==> src/rtl/hold_swap_controller.sv <==
`default_nettype none
// ============================================================================
// Module      : hold_swap_controller (with hold_swap_pkg)
// Description : Hold-piece register and hold/lock arbitration. Swaps the
//               falling piece into the hold slot and requests a new spawn.
// Revision    : 1.0 - initial release
// ============================================================================

package hold_swap_pkg;
    typedef enum logic [2:0] {
        BLANK = 3'd0,
        I     = 3'd1,
        O     = 3'd2,
        T     = 3'd3,
        S     = 3'd4,
        Z     = 3'd5,
        J     = 3'd6,
        L     = 3'd7
    } tile_type_t;
endpackage

module hold_swap_controller
    import hold_swap_pkg::*;
#(
    parameter bit LOCKOUT_EN  = 1'b1,
    parameter int ACK_TIMEOUT = 64
) (
    input  logic       clk,
    input  logic       rst,
    input  logic       game_start,
    input  logic       game_active,
    input  logic       hold_req,
    input  tile_type_t falling_type,
    input  logic       piece_locked,
    input  logic       spawn_ack,
    output tile_type_t hold_piece_type,
    output logic       hold_available,
    output logic       spawn_req,
    output logic       spawn_from_queue,
    output tile_type_t spawn_type,
    output logic       timeout_err
);

    typedef enum logic [0:0] {
        ST_IDLE = 1'b0,
        ST_REQ  = 1'b1
    } state_t;

    localparam int                 c_cnt_w   = (ACK_TIMEOUT > 2) ? $clog2(ACK_TIMEOUT) : 1;
    localparam logic [c_cnt_w-1:0] c_cnt_max = c_cnt_w'(ACK_TIMEOUT - 1);

    state_t             r_state;
    logic               r_hold_used;
    logic [c_cnt_w-1:0] r_count;
    logic               w_accept;

    assign hold_available = (r_state == ST_IDLE) && game_active
                            && (!r_hold_used || !LOCKOUT_EN);

    // A lock in the same cycle as a hold request takes precedence.
    assign w_accept = hold_req && hold_available
                      && (falling_type != BLANK) && !piece_locked;

    always_ff @(posedge clk) begin
        if (rst || game_start) begin
            r_state          <= ST_IDLE;
            hold_piece_type  <= BLANK;
            r_hold_used      <= 1'b0;
            spawn_req        <= 1'b0;
            spawn_from_queue <= 1'b0;
            spawn_type       <= BLANK;
            timeout_err      <= 1'b0;
            r_count          <= '0;
        end else begin
            case (r_state)
                ST_IDLE: begin
                    if (w_accept) begin
                        hold_piece_type <= falling_type;
                        r_hold_used     <= 1'b1;
                        r_state         <= ST_REQ;
                        spawn_req       <= 1'b1;
                        // Empty hold slot means the replacement comes from the queue.
                        if (hold_piece_type == BLANK) begin
                            spawn_from_queue <= 1'b1;
                            spawn_type       <= BLANK;
                        end else begin
                            spawn_from_queue <= 1'b0;
                            spawn_type       <= hold_piece_type;
                        end
                    end
                end
                ST_REQ: begin
                    if (spawn_ack) begin
                        spawn_req <= 1'b0;
                        r_state   <= ST_IDLE;
                        r_count   <= '0;
                    end else if (r_count == c_cnt_max) begin
                        timeout_err <= 1'b1;
                    end else begin
                        r_count <= r_count + 1'b1;
                    end
                end
                default: r_state <= ST_IDLE;
            endcase

            if (piece_locked) begin
                r_hold_used <= 1'b0;
            end
        end
    end

endmodule
`default_nettype wire

==> config.mk <==
export PLATFORM = sky130hd
export DESIGN_NAME = hold_swap_controller
export DESIGN_NICKNAME = d
export VERILOG_FILES = /design/src/rtl/hold_swap_controller.sv
export SDC_FILE = /design/constraint.sdc
export NUM_CORES = 1
export LEC_CHECK = 0
export ABC_CLOCK_PERIOD_IN_PS = 1300
export CAP_MARGIN = 20
export CELL_PAD_IN_SITES_DETAIL_PLACEMENT = 2
export CELL_PAD_IN_SITES_GLOBAL_PLACEMENT = 2
export CORE_UTILIZATION = 26
export CTS_CLUSTER_SIZE = 25
export DETAILED_ROUTE_END_ITERATION = 8
export GPL_ROUTABILITY_DRIVEN = 0
export PLACE_DENSITY_LB_ADDON = 0.1
export RECOVER_POWER = 25
export SLEW_MARGIN = 20
export SYNTH_ARGS = -nofsm -noshare
export SYNTH_HDL_FRONTEND = slang
export SYNTH_SLANG_ARGS = --single-unit
==> constraint.sdc <==
create_clock -name clk -period 1.3 [get_ports clk]
set_input_delay 0.13 -clock clk [delete_from_list [all_inputs] [get_ports clk]]
set_output_delay 0.13 -clock clk [all_outputs]
set_load 0.02 [all_outputs]
==> reports/summary.txt <==
CP Data Required Time -> 1.52 ns
Std-Cell Rows -> 20
Ys Warns -> 0
RR Startpoint -> r_count[0]$_SDFFE_PP0P_
buffers added on ports -> 19
max_cap viols -> 0
total grt overflow -> 0
I/O pin total -> 20
drt via density -> 5.092
Slew headroom -> 74.04%
pwr dens -> 743.1 nW/um^2
number of nets still failing antenna checks after routing -> 0
ys flop type -> dfxtp_1
cell area after synthesis -> 833.3 um^2
Max Fclk -> 762.9 MHz
NumNets Final -> 142
Slew Viols, Final -> 0
WL per Instance -> 16.09 um
Layout area overhead -> 54.96%
Net Count, Synth -> 100
worst slew pin tran -> 0.3886 ns
CTS sink cnt -> 17
Worst Path Arrival -> 1.53 ns
switching share of total power -> 25.04%
Die ar. -> 3435 um^2
Final Setup Violations -> 1
Yosys reg bits -> 17
Clk pwr share -> 30.1%
post-synthesis async set-or-reset flop share -> 0%
leakage power -> 0.5528 nW
TritonCTS clock tree -> built
Synth cell types -> 38
top post-synthesis cells by area -> dfxtp_1, nand2_1, mux2i_1
TritonCTS Buffers -> 3
Worst-Skew Late Latency -> 0.29 ns
setup slack at placement -> -0.3137 ns
Worst Setup End Kind -> flop
DP Cell Count -> 168
first-pass GRT wire length -> 4450 um
share of total power in combinational logic -> 15.0%
Tot Pwr -> 0.0009595 W
CTS root buf -> clkbuf_4
DRC -> 0
CTS max path bufs -> 2
die width -> 58.61 um
failing checks -> negative setup slack
Pint -> 0.0007193 W
vias in the first global route -> 938
RSZ-0062 raised after global routing -> yes
share of the synthesized area in the top cell type -> 40.84%
final instance area -> 1291 um^2
DP Area -> 1224 um^2
maximum number of pins on one net before global-route repair -> 14
Peak VDD IR -> 0.0003861 V
Initial DRC Count -> 18
largest family of logic cells by synthesized area -> simple AND/OR/NAND/NOR gates
dpl hpwl -> 2124 um
Final Non-Filler Cells -> 174
total routed wirelength -> 2800 um
Worst Setup Slack, final -> -0.01084 ns
first-pass detailed-route iteration total -> 3
antenna cells -> 0
Hold Path Class -> flop to flop
GRT Total Usage -> 18.14%
mux contribution to synthesized area -> 4.805%
Die H -> 58.61 um
CP max FO -> 4
critical path launch point type -> flop
crit share post-route -> 100.8%
Reg power frac -> 55.0%
Syn Inst Count -> 89
Synth Area in Compound Gates -> 24.17%
Avg Synthesized Cell Area -> 9.363 um^2
post-synthesis sequential area ratio -> 40.84%
Net Sw Power -> 0.0002402 W
setup_tns -> -0.01084 ns
Post-Route Skew -> 0.004273 ns
htree depth -> 1
post-synth top area cell -> dfxtp_1
Initial Util -> 27.30%
min-delay src -> spawn_type[0]$_SDFFE_PP0P_
EDFF count, synth -> 0
status -> finished, violations left
Clk pin slew, worst setup/hold paths -> 0.10 ns
fin crit period -> 1.311 ns
Vias -> 886
Crit Path Category -> flop to flop
Adder-Cell Fraction of Synth Area -> 1.502%
share of layout cells above drive strength 1 -> 33.85%
critical path launch point -> r_count[0]$_SDFFE_PP0P_
core footprint -> 3053 um^2
Final Hold Fails -> 0
simple-gate share of the synthesized area -> 24.77%
Post-Synth XOR/XNOR Area -> 0%
initial antenna violation count -> 0
[final cells by class]
class                      instances  area (um^2)
multi-input combinational         66        510.5
sequential                        17        345.3
inverter                           1        3.754
fill                             357         1762
tap                               44        55.05
clock buffer                       4        26.28
timing repair buffer              42        350.3
[cells in the final DEF (no fill, tap or decap), types with 3 or more instances in the layout]
master / n
nor2_1: 3
buf_4: 22
dfxtp_2: 4
o21ai_0: 3
a21oi_1: 5
clkdlybuf4s50_1: 9
dfxtp_1: 13
nand4_1: 3
clkbuf_4: 3
nand2_1: 12
o211a_1: 3
mux2i_1: 4
dlygate4sd2_1: 9
[cells in the mapped netlist (2+ instances only)]
cell      count
a211oi_1      2
a21oi_1       5
a31oi_1       2
a41oi_1       2
and3_1        2
buf_2         2
dfxtp_1      17
mux2i_1       4
nand2_1      12
nand2b_1      2
nand4_1       3
nor2_1        3
nor2b_1       2
nor3_1        2
o211a_1       3
o21ai_0       4
[flip-flops by register name, indices dropped and copies added (netlist names)]
name / cells
hold_piece_type: 3
r_count: 6
r_hold_used: 1
r_state: 1
spawn_from_queue: 1
spawn_req: 1
spawn_type: 3
timeout_err: 1
[worst max-delay path, stage by stage, from the launching register on]
cell and delay [ns]:
dfxtp_2 0.37, ha_4 0.16, nand3_2 0.10, or4b_4 0.49
a31oi_1 0.13
[per-stage QoR]
stage | hold WS (ns) | utilization [%]
after floorplan | 0.2733 | -
after global routing | 0.5079 | 42.30
after detailed placement | 0.4621 | 40.08
final | 0.4698 | 42.30
after global placement | 0.4460 | 40.08
after CTS | 0.4766 | 41.23
[power groups by stage]
stage | clock network, W | registers, W | logic (W)
finish | 0.000288 | 0.000527 | 0.000144
CTS | 0.000309 | 0.000528 | 0.000137
global placement | 0 | 0.000539 | 0.000127
detailed placement | 0 | 0.000540 | 0.000131
floorplan | 0 | 0.000542 | 0.0000476
global route | 0.000333 | 0.000528 | 0.000153
[final timing paths]
check,endpoint,slack [ns],cells past startpoint
max,r_count[0]$_SDFFE_PP0P_,-0.01,4
min,spawn_type[0]$_SDFFE_PP0P_,0.47,2
max reg2reg,r_count[0]$_SDFFE_PP0P_,-0.01,4
min reg2reg,spawn_type[0]$_SDFFE_PP0P_,0.47,2
[logic make-up after synthesis]
group / count (synthesis)
muxes: 4
AOI/OAI and AO/OA: 26
adders and majority gates: 1
DFF: 17
buffers and inverters: 6
and+or+nand+nor: 35
[timing repair]
action | CTS | global route
hold endpoints to repair | 0 | 0
setup buffers | 0 | 2
gates resized for setup | 17 | 4
hold buffers | 0 | 0
pin swaps | 2 | 2
setup endpoints to repair | 15 | 5
[per-layer routing]
layer	global-route usage (%)	share of wire (%)	wire, um	up-vias
met5	0	0	0	-
met4	8.163	1.6	44	0
met3	2.198	1.6	46	4
met2	35.63	57	1587	13
met1	19.05	40	1121	448
li1	-	-	-	421
Power figures use the tool's default switching activity.
